`config.mk`:
```
export PLATFORM = sky130hd
export DESIGN_NAME = countdown_bcd_timer
export DESIGN_NICKNAME = d
export VERILOG_FILES = /design/src/rtl/countdown_bcd_timer_pkg.sv /design/src/rtl/countdown_bcd_timer_digit.sv /design/src/rtl/countdown_bcd_timer.sv
export SDC_FILE = /design/constraint.sdc
export NUM_CORES = 1
export LEC_CHECK = 0
export CORE_MARGIN = 2
export CORE_UTILIZATION = 46
export DETAILED_ROUTE_END_ITERATION = 8
export PLACE_DENSITY = 0.91
export SYNTH_ARGS = -nofsm -noshare
export SYNTH_HDL_FRONTEND = slang
export SYNTH_HIERARCHICAL = 1
export SYNTH_SLANG_ARGS = --single-unit
```
`constraint.sdc`:
```
create_clock -name clk -period 3.9 [get_ports clk]
set_clock_uncertainty 0.1 [all_clocks]
set_input_delay 0.39 -clock clk [delete_from_list [all_inputs] [get_ports clk]]
set_output_delay 0.39 -clock clk [all_outputs]
set_load 0.02 [all_outputs]
```
`src/rtl/countdown_bcd_timer_pkg.sv`:
```
// Shared constants for the MM:SS countdown timer: FSM state encodings,
// BCD digit limits and a helper that clamps a preset digit.
package countdown_bcd_timer_pkg;

   typedef enum logic [1:0] {
      ST_IDLE  = 2'd0,
      ST_RUN   = 2'd1,
      ST_PAUSE = 2'd2,
      ST_DONE  = 2'd3
   } state_t;

   localparam logic [3:0] BCD_UNITS_MAX = 4'd9;
   localparam logic [3:0] SEC_TENS_MAX  = 4'd5;

   function automatic logic [3:0] clamp_digit(input logic [3:0] d, input logic [3:0] max);
      return (d > max) ? max : d;
   endfunction

endpackage

```
`src/rtl/countdown_bcd_timer_digit.sv`:
```
// One BCD down-counting digit: loads a value, decrements on dec_en and
// wraps from 0 to WRAP while raising a combinational borrow.
module bcd_down_digit #(
   parameter int unsigned WRAP    = 9,
   parameter int unsigned DIGIT_W = 4
) (
   input  logic               clk,
   input  logic               ncr,
   input  logic               load,
   input  logic [DIGIT_W-1:0] load_val,
   input  logic               dec_en,
   output logic [DIGIT_W-1:0] q,
   output logic               borrow_out
);

   always_ff @(posedge clk or negedge ncr) begin
      if (!ncr)
         q <= '0;
      else if (load)
         q <= load_val;
      else if (dec_en)
         q <= (q == '0) ? DIGIT_W'(WRAP) : q - DIGIT_W'(1);
   end

   assign borrow_out = dec_en && (q == '0);

endmodule

```
`src/rtl/countdown_bcd_timer.sv`:
```
// MM:SS BCD countdown timer driven by the 1 Hz tick. Optional feature macro:
// TIMER_AUTORELOAD_EN reloads the last preset on terminal count and keeps running.
module countdown_bcd_timer
   import countdown_bcd_timer_pkg::*;
#(
   parameter int unsigned MIN_TENS_MAX = 9,
   parameter int unsigned DIGIT_W      = 4
) (
   input  logic               clk,
   input  logic               ncr,
   input  logic               tick,
   input  logic               load,
   input  logic               start,
   input  logic               stop,
   input  logic [DIGIT_W-1:0] pre_min_t,
   input  logic [DIGIT_W-1:0] pre_min_u,
   input  logic [DIGIT_W-1:0] pre_sec_t,
   input  logic [DIGIT_W-1:0] pre_sec_u,
   output logic [DIGIT_W-1:0] min_t,
   output logic [DIGIT_W-1:0] min_u,
   output logic [DIGIT_W-1:0] sec_t,
   output logic [DIGIT_W-1:0] sec_u,
   output logic               running,
   output logic               done,
   output logic               zero_pulse
);

   state_t state, next_state;

   logic                 load_acc, dec, is_zero, is_one, terminal;
   logic                 digit_ld, reload_ok;
   logic [4*DIGIT_W-1:0] preset_c, ld_val;
   logic                 b_su, b_st, b_mu, b_mt;

   assign preset_c = {clamp_digit(pre_min_t, DIGIT_W'(MIN_TENS_MAX)),
                      clamp_digit(pre_min_u, BCD_UNITS_MAX),
                      clamp_digit(pre_sec_t, SEC_TENS_MAX),
                      clamp_digit(pre_sec_u, BCD_UNITS_MAX)};

   assign load_acc = load && (state != ST_RUN);
   assign dec      = tick && (state == ST_RUN);
   assign is_zero  = ({min_t, min_u, sec_t, sec_u} == '0);
   assign is_one   = ({min_t, min_u, sec_t} == '0) && (sec_u == DIGIT_W'(1));
   assign terminal = dec && is_one;

`ifdef TIMER_AUTORELOAD_EN
   logic [4*DIGIT_W-1:0] shadow;

   always_ff @(posedge clk or negedge ncr) begin
      if (!ncr)
         shadow <= '0;
      else if (load_acc)
         shadow <= preset_c;
   end

   // A zero shadow falls through to the plain decrement, which lands on 00:00 in DONE.
   assign reload_ok = (shadow != '0);
   assign digit_ld  = load_acc || (terminal && reload_ok);
   assign ld_val    = load_acc ? preset_c : shadow;
`else
   assign reload_ok = 1'b0;
   assign digit_ld  = load_acc;
   assign ld_val    = preset_c;
`endif

   bcd_down_digit #(.WRAP(9), .DIGIT_W(DIGIT_W)) u_sec_u (
      .clk(clk), .ncr(ncr), .load(digit_ld), .load_val(ld_val[DIGIT_W-1:0]),
      .dec_en(dec), .q(sec_u), .borrow_out(b_su));

   bcd_down_digit #(.WRAP(5), .DIGIT_W(DIGIT_W)) u_sec_t (
      .clk(clk), .ncr(ncr), .load(digit_ld), .load_val(ld_val[2*DIGIT_W-1:DIGIT_W]),
      .dec_en(b_su), .q(sec_t), .borrow_out(b_st));

   bcd_down_digit #(.WRAP(9), .DIGIT_W(DIGIT_W)) u_min_u (
      .clk(clk), .ncr(ncr), .load(digit_ld), .load_val(ld_val[3*DIGIT_W-1:2*DIGIT_W]),
      .dec_en(b_st), .q(min_u), .borrow_out(b_mu));

   bcd_down_digit #(.WRAP(MIN_TENS_MAX), .DIGIT_W(DIGIT_W)) u_min_t (
      .clk(clk), .ncr(ncr), .load(digit_ld), .load_val(ld_val[4*DIGIT_W-1:3*DIGIT_W]),
      .dec_en(b_mu), .q(min_t), .borrow_out(b_mt));

   always_comb begin
      next_state = state;
      case (state)
         ST_IDLE, ST_PAUSE: begin
            if (load)
               next_state = ST_IDLE;
            else if (start && !stop && !is_zero)
               next_state = ST_RUN;
         end
         ST_RUN: begin
            if (terminal)
               next_state = reload_ok ? ST_RUN : ST_DONE;
            else if (stop)
               next_state = ST_PAUSE;
         end
         ST_DONE: begin
            if (load)
               next_state = ST_IDLE;
         end
         default: next_state = ST_IDLE;
      endcase
   end

   always_ff @(posedge clk or negedge ncr) begin
      if (!ncr) begin
         state      <= ST_IDLE;
         running    <= 1'b0;
         done       <= 1'b0;
         zero_pulse <= 1'b0;
      end else begin
         state      <= next_state;
         running    <= (next_state == ST_RUN);
         done       <= (next_state == ST_DONE);
         zero_pulse <= terminal;
      end
   end

endmodule

```
======== After elaboration in Yosys (flattened, before gate mapping) ========
Cells that the tools add are included.
Widths: inputs -> output; s select.
storage, ports and cells
  register bits after elaboration ......... 21
  input port bits ......................... 22
cells by class
  add/subtract/negate cells ............... 4
  magnitude comparators ................... 4
  eq/ne operators ......................... 7
  multiplexer cells ....................... 22
  reduce and logical (&&, ||, !) cells .... 23
operator list
  kind                 number
  $mux 4               16
  $logic_not 16->1     1
  $logic_not 4->1      4
  $sub 4x1->4 const B  4
  $gt 4x4->1 const B   3
  $logic_not 12->1     1
  $mux 2               5
  $logic_and 1x1->1    9
  $reduce_bool 2->1    4
  $eq 2x2->1 const B   3
  $pmux 2 s3           1
  $eq 2x1->1 const B   2
  $eq 4x1->1 const B   1
  $gt 4x3->1 const B   1
  $logic_not 1->1      2
  $logic_not 2->1      1
  $ne 2x1->1 const B   1
  $reduce_or 2->1      1

======== Logic depth before layout (Yosys ltp) ========
Gate-level depths: netlist (run 1).
  depth in word-level cells ............... 7
  depth in mapped cells ................... 12

======== By module ========
Netlist (run 1), hierarchy kept.
by module, submodules not included
  module                        times used  cells each  area each (µm²)  sequential area each (µm²)
  bcd_down_digit (u_min_t ...)  3           22          231.5            100.1
  countdown_bcd_timer           1           53          386.6            125.1
  bcd_down_digit (u_sec_t)      1           21          201.4            100.1

======== Worst setup path after synthesis (run 1) ========
No wires, ideal clock.
  kind .................................... reg2reg
  from .................................... register state[1]
  to ...................................... register u_min_t.q[2]
  library setup time ...................... 0.185 ns
  data arrival time ....................... 2.839 ns
  required time ........................... 3.615 ns
  slack ................................... 0.776 ns
  stages on the path, launching flop included .. 13
  clock period less this slack ............ 3.124 ns
  cell sequence ........................... dfrtp_1 > inv_1 > nand3_1 > inv_1 > nor4b_4 > nor2b_1 > or4b_1 > nor2_1 > nor4b_4 > nor2b_1 > nor3b_2 > mux2i_1 > o21ai_0
between the ends
  longest elaborated chain between the ends .. 6
  elaborated cells on any way between the ends .. 9
  classes of those cells .................. eq/ne (2); mux (1); reduce/logical (6)
ends and longest elaborated chain
  item                                RTL line                         text
  from (decl)                         countdown_bcd_timer.sv:28        state_t state, next_state;
  from (signal assigned)              countdown_bcd_timer.sv:112       state <= next_state;
  $eq 2x1->1                          countdown_bcd_timer.sv:41        assign dec = tick && (state == ST_RUN);
  $logic_and 1x1->1                   countdown_bcd_timer.sv:41
  via dec                             countdown_bcd_timer.sv:30        logic load_acc, dec, is_zero, is_one, terminal;
  $logic_and 1x1->1                   countdown_bcd_timer_digit.sv:25  assign borrow_out = dec_en && (q == '0);
  via b_su                            countdown_bcd_timer.sv:33        logic b_su, b_st, b_mu, b_mt;
  $logic_and 1x1->1                   countdown_bcd_timer_digit.sv:25
  via b_st                            countdown_bcd_timer.sv:33
  $logic_and 1x1->1                   countdown_bcd_timer_digit.sv:25
  via b_mu                            countdown_bcd_timer.sv:33
  $reduce_bool 2->1 (no source line)  -
  to (signal assigned)                countdown_bcd_timer_digit.sv:20  q <= load_val;
  to (signal assigned)                countdown_bcd_timer_digit.sv:22  q <= (q == '0) ? DIGIT_W'(WRAP) : q - DIGIT_W'(1);
  to (decl)                           countdown_bcd_timer_digit.sv:12  output logic [DIGIT_W-1:0] q,
The timed path passes the listed nets, and every way through them passes these cells.
A chain may end at the register's enable or synchronous reset.

======== Worst setup path in the final report (run 1) ========
Ends and elaborated chain as after synthesis.

==> impl_summary.log, run 1 <==
INFO  metric layout_common_cells = sky130_fd_sc_hd__clkdlybuf4s50_1, sky130_fd_sc_hd__dfrtp_1, sky130_fd_sc_hd__nand2_1
INFO  metric fmaxAchievable = 0.285 GHz
INFO  metric synthesis.yosys.warnings = 6
INFO  metric reg2reg_depth = 12
INFO  metric worstSetupPathDepth = 12
INFO  metric p_sw_frac = 0.392
INFO  metric synth_fp_nets = 161
INFO  metric fp.dieH = 56.7 um
INFO  metric timing_worst_setup_path_type = reg2reg
INFO  metric drt_first_pass_iters = 4
INFO  metric internal_power = 0.454 mW
INFO  metric critical_path.startpoint = state[1]
INFO  metric cts_tree = done
INFO  metric path_category_of_the_worst_min_delay_check = in2async
INFO  metric vias = 1,144
INFO  metric period_minus_slack = 3.51 ns
INFO  metric grt_setup_unrepaired = no
INFO  metric layout_worst_path_cycle_share = 0.900
INFO  metric setup_viol = 0
INFO  metric drt.antenna.violating_nets = 0
INFO  metric cap_viol_max_count = 0
INFO  metric floorplan.rows = 19
INFO  metric grt_pass1_vias = 1,139
INFO  metric post_synth.cell_area_avg = 9.18 um2
INFO  metric crit_arrival = 3.55 ns
INFO  metric finalHoldViolations = 0
INFO  metric drt_iter0_markers = 31
INFO  metric power.switching = 0.292 mW
INFO  metric timing.reg2reg.setup_slack = 0.39 ns
INFO  metric dp_hpwl = 2190 um
INFO  metric cts_htree_levels = 1
INFO  metric timing.critical_path.slowest_stage_cell = sky130_fd_sc_hd__or4b_1
INFO  metric gr_ovfl_total = 0
INFO  metric path_max_fanout = 7
INFO  metric grt_max_degree = 33
INFO  metric mostFrequentLayoutCell = sky130_fd_sc_hd__clkdlybuf4s50_1
INFO  metric p_total = 0.746 mW
INFO  metric post-route-util = 0.648
INFO  metric cts-root-buf = sky130_fd_sc_hd__clkbuf_4
INFO  metric cts_num_sinks = 21
INFO  metric power_frac_seq = 0.467
INFO  metric design.die.area = 3210 um2
INFO  metric crit_buf_inv = 2
INFO  metric grt_util_all_layers = 0.199
INFO  metric nNetsFinal = 204
INFO  metric post_cts_buffers = 0
INFO  metric placed_area = 1720 um2
INFO  metric ctsLongestPathBuffers = 2
INFO  metric place_ws = 0.193 ns
INFO  metric ff_to_ff_end = u_min_t/q[2]
INFO  metric leakage_power = 0.658 nW
INFO  metric worstSetupEndpointType = flop
INFO  metric timing.setup.tns = 0 ns
INFO  metric clk_latency = 0.31 ns
INFO  metric critPathRequiredTime = 3.94 ns
INFO  metric diodes = 0
INFO  metric final_layout_size_suffix_gt1_frac = 0.0773
INFO  metric comb_power_share = 0.392
INFO  metric vdd.ir_drop.worst = 0.000271 V
INFO  metric timing_max_transition_violations_final = 0
INFO  metric grt_antenna_before_repair = 0
INFO  metric critical-path-max-stage-delay = 0.50 ns
INFO  metric area_growth = 36.5%
INFO  metric cp_cell_sequence = inv_1 > nand3_1 > inv_1 > nor4b_4 > nor2b_1 > or4b_1 > nor2_1 > nor4b_4 > nor2b_1 > nor3b_2 > mux2i_1 > o21ai_0
INFO  metric power.share.clock = 0.141
INFO  metric wl = 2920 um
INFO  metric route.detailed.drc = 0
INFO  metric cts_inserted_buffers = 3
INFO  metric run_status = finished clean
INFO  metric start_util = 0.475
INFO  metric timing_worst_slew_pin_value = 1.20 ns
INFO  metric finalNonFillerCells = 212
INFO  metric worst_r2r_start = state[1]
INFO  metric io_buffer_count = 40
INFO  metric pwr_density_cell = 429 nW/um2
INFO  metric syn_inst = 139
INFO  metric gp_congestion = 0.959
INFO  metric boundaryPins = 41
INFO  metric cts-hold-fix-buffers = 0
INFO  metric viasPerCell = 5.40
INFO  metric syn-cell-area = 1280 um2
INFO  metric worst_setup_hold_path_clk_slew = 0.12 ns
INFO  metric worst_setup_path_start_kind = flop
INFO  metric endpoint = u_min_t/q[2]
INFO  metric grt_first_pass_wirelength = 4980 um
INFO  metric timing.slew.headroom = 0.197
INFO  metric post-route-worst-setup-slack = 0.391 ns
INFO  metric drt-wirelength-per-cell = 13.8 um
INFO  metric fp.coreArea = 2690 um2
INFO  metric dpl.cell_count = 208
INFO  metric fin_hold_ws = 0.501 ns
INFO  metric post-route-cell-area = 1740 um2
INFO  metric cts_resized = 0
INFO  metric die_x = 56.7 um
INFO  metric layout.filler_cells = 223
INFO  metric cp_top_family = simple AND/OR/NAND/NOR gates
[worst reg2reg max path: cells and delay by family, from the launching register on]
kind | cells | cell delay [ns]
buffers and inverters | 2 | 0.33
and+or+nand+nor | 8 | 2.23
AOI/OAI and AO/OA | 1 | 0.09
DFF | 1 | 0.41
muxes | 1 | 0.20
[how the worst min path moves through the flow]
stage | endpoint | cells after the start | slack (ns) | start
floorplan | done | 0 | -0.006 | ncr
global route | u_sec_t/q[3] | 2 | 0.55 | u_sec_t/q[3]
CTS | u_sec_t/q[3] | 2 | 0.50 | u_sec_t/q[3]
finish | state[0] | 1 | 0.50 | ncr
global placement | state[1] | 2 | 0.47 | state[1]
detailed placement | u_sec_t/q[3] | 2 | 0.48 | u_sec_t/q[3]
[power groups by stage]
stage / Sequential (mW) / Combinational [mW] / Clock [mW]
6_report: 0.349 / 0.292 / 0.105
3_3_place_gp: 0.347 / 0.285 / 0
3_5_place_dp: 0.352 / 0.293 / 0
4_1_cts: 0.349 / 0.294 / 0.109
5_1_grt: 0.358 / 0.316 / 0.117
2_1_floorplan: 0.386 / 0.110 / 0
[metal layers]
metal  global-route usage  wire, um
met1                0.252      1230
met2                0.336      1490
met3               0.0323       151
met4               0.0782        39
met5                    0         0
[state kept, by name, indices dropped and copies added, names as in the netlist]
register	count
u_min_u/q	4
u_sec_t/q	4
u_sec_u/q	4
zero_pulse	1
done	1
state	2
running	1
u_min_t/q	4
[layout make-up]
type | instances | area (um2) | share of cell area
flip-flops and latches | 21 | 526 | 0.302
inverters | 5 | 18.8 | 0.0108
multi-input cells | 110 | 724 | 0.416
clock buffers | 4 | 26.3 | 0.0151
well taps | 31 | 38.8 | 0.0223
repair buffers | 41 | 408 | 0.234
Power figures use the tool's default switching activity.
==> inputs of run 2 (changes only) <==
--- a/config.mk
+++ b/config.mk
@@ -8,6 +8,7 @@
 export CORE_MARGIN = 2
 export CORE_UTILIZATION = 46
 export DETAILED_ROUTE_END_ITERATION = 8
+export HOLD_SLACK_MARGIN = 0.1
 export PLACE_DENSITY = 0.91
 export SYNTH_ARGS = -nofsm -noshare
 export SYNTH_HDL_FRONTEND = slang
==> constraint.sdc (replaced) <==
create_clock -name clk -period 3.78 [get_ports clk]
set_clock_uncertainty 0.1 [all_clocks]
set_input_delay 0.378 -clock clk [delete_from_list [all_inputs] [get_ports clk]]
set_output_delay 0.378 -clock clk [all_outputs]
set_load 0.02 [all_outputs]
==> impl_summary.log, run 2 (same netlist as run 1, synthesis figures left out) <==
INFO  metric timing_worst_setup_path_type = reg2reg
INFO  metric leakage_power = 0.658 nW (about the same)
INFO  metric dp_hpwl = 2240 um (+2.2%)
INFO  metric crit_buf_inv = 2 (unchanged)
INFO  metric worst_setup_hold_path_clk_slew = 0.12 ns (about the same)
INFO  metric gr_ovfl_total = 0 (unchanged)
INFO  metric wl = 3000 um (+2.9%)
INFO  metric design.die.area = 3210 um2 (unchanged)
INFO  metric post_cts_buffers = 0 (unchanged)
INFO  metric critical_path.startpoint = state[1]
INFO  metric cts-hold-fix-buffers = 0 (unchanged)
INFO  metric timing.slew.headroom = 0.224 (+0.0275)
INFO  metric cts_htree_levels = 1 (unchanged)
INFO  metric timing.setup.tns = 0 ns (unchanged)
INFO  metric crit_arrival = 3.53 ns (-0.02 ns)
INFO  metric worst_r2r_start = state[1]
INFO  metric timing_max_transition_violations_final = 0 (unchanged)
INFO  metric vias = 1,169 (+2.2%)
INFO  metric layout.filler_cells = 247 (+11%)
INFO  metric diodes = 0 (unchanged)
INFO  metric fp.coreArea = 2690 um2 (unchanged)
INFO  metric fmaxAchievable = 0.289 GHz (+1.4%)
INFO  metric route.detailed.drc = 0 (unchanged)
INFO  metric reg2reg_depth = 12 (unchanged)
INFO  metric path_category_of_the_worst_min_delay_check = in2async
INFO  metric run_status = finished clean
INFO  metric p_total = 0.774 mW (+3.7%)
INFO  metric timing.reg2reg.setup_slack = 0.32 ns (-0.07 ns)
INFO  metric drt.antenna.violating_nets = 0 (unchanged)
INFO  metric cts_num_sinks = 21 (unchanged)
INFO  metric grt_pass1_vias = 1,215 (+6.7%)
INFO  metric timing_worst_slew_pin_value = 1.16 ns (-0.0412 ns)
INFO  metric multi_input_area = 727 um2 (+0.35%)
INFO  metric nNetsFinal = 204 (unchanged)
INFO  metric pwr_density_cell = 444 nW/um2 (+3.6%)
INFO  metric grt_setup_unrepaired = no
INFO  metric cts_tree = done
INFO  metric gp_congestion = 0.963 (+0.35%)
INFO  metric start_util = 0.475 (unchanged)
INFO  metric cap_viol_max_count = 0 (unchanged)
INFO  metric layout_worst_path_cycle_share = 0.915 (+0.0157)
INFO  metric grt_first_pass_wirelength = 5170 um (+3.8%)
INFO  metric floorplan.rows = 19 (unchanged)
INFO  metric grt_antenna_before_repair = 0 (unchanged)
INFO  metric io_buffer_count = 40 (unchanged)
INFO  metric path_max_fanout = 7 (unchanged)
INFO  metric drt_iter0_markers = 71 (+130%)
INFO  metric layout_common_cells = sky130_fd_sc_hd__clkdlybuf4s50_1, sky130_fd_sc_hd__dfrtp_1, sky130_fd_sc_hd__nand2_1
INFO  metric cp_cell_sequence = inv_1 > nand3_1 > inv_1 > nor4b_4 > nor2b_1 > or4b_1 > nor2_1 > nor4b_4 > nor2b_2 > nor3b_2 > mux2i_1 > o21ai_0
INFO  metric mostFrequentLayoutCell = sky130_fd_sc_hd__clkdlybuf4s50_1
INFO  metric ff_to_ff_end = u_min_t/q[2]
INFO  metric timing.critical_path.slowest_stage_cell = sky130_fd_sc_hd__or4b_1
INFO  metric vdd.ir_drop.worst = 0.000325 V (+20%)
INFO  metric clk_latency = 0.32 ns (about the same)
INFO  metric die_x = 56.7 um (unchanged)
INFO  metric cts-root-buf = sky130_fd_sc_hd__clkbuf_4
INFO  metric ctsLongestPathBuffers = 2 (unchanged)
INFO  metric viasPerCell = 5.51 (+2.2%)
INFO  metric worst_setup_path_start_kind = flop
INFO  metric worstSetupEndpointType = flop
INFO  metric cts_inserted_buffers = 3 (unchanged)
INFO  metric boundaryPins = 41 (unchanged)
INFO  metric period_minus_slack = 3.46 ns (-0.0485 ns)
INFO  metric drt-wirelength-per-cell = 14.2 um (+2.9%)
INFO  metric grt_util_all_layers = 0.206 (+0.00710)
INFO  metric setup_viol = 0 (unchanged)
INFO  metric final_layout_size_suffix_gt1_frac = 0.0829 (+0.00552)
INFO  metric fp.dieH = 56.7 um (unchanged)
INFO  metric drt_first_pass_iters = 4 (unchanged)
INFO  metric seq_area = 526 um2 (unchanged)
INFO  metric cp_top_family = simple AND/OR/NAND/NOR gates
INFO  metric grt_max_degree = 33 (unchanged)
INFO  metric critPathRequiredTime = 3.85 ns (-0.09 ns)
INFO  metric area_growth = 36.7%
INFO  metric finalHoldViolations = 0 (unchanged)
INFO  metric critical-path-max-stage-delay = 0.51 ns (about the same)
==> run 2: cell type report <==
class	count	share of cell area
repair buffers	41	0.234
multi-input cells	110	0.417
inverters	5	0.0108
well taps	31	0.0222
flip-flops and latches	21	0.301
clock buffers	4	0.0151
==> run 2: what timing repair did <==
| action | 4_1_cts | 5_1_grt |
|---|---|---|
| setup endpoints to repair | 0 | 1 |
| resized for setup | 0 | 1 |
| hold endpoints to repair | 0 | 0 |
==> run 2: worst max path at each step <==
stage	endpoint	slack, ns	cells past startpoint
4_1_cts	u_min_t/q[2]	0.24	12
3_5_place_dp	u_min_t/q[2]	0.02	12
2_1_floorplan	u_min_t/q[2]	0.66	12
3_3_place_gp	u_min_t/q[2]	0.27	12
6_report	u_min_t/q[2]	0.32	12
5_1_grt	u_min_t/q[2]	0.02	12
==> run 2: per-stage QoR <==
stage	util	hold slack, ns	worst slack, ns	area (um2)	instances
after detailed placement	0.639	0.491	0.0236	1720	208
final	0.649	0.487	0.320	1740	212
after CTS	0.648	0.505	0.242	1740	212
after global routing	0.649	0.556	0.0193	1740	212
after floorplan	-	-0.0176	0.656	1280	139
after global placement	0.639	0.466	0.268	1720	208
==> run 2: power by group <==
group	leakage, nW	internal (mW)	total, mW	switching, mW
registers	0.261	0.271	0.359	0.0876
clock network	0.0150	0.0413	0.112	0.0704
logic	0.382	0.156	0.303	0.147
total	0.658	0.469	0.774	0.305
==> run 2: layer usage <==
layer | part of all wire | GRT usage | up-vias
met5 | 0 | 0 | -
met4 | 0.016 | 0.0884 | 0
met3 | 0.060 | 0.0438 | 5
met2 | 0.52 | 0.372 | 39
met1 | 0.41 | 0.230 | 560
li1 | - | - | 565
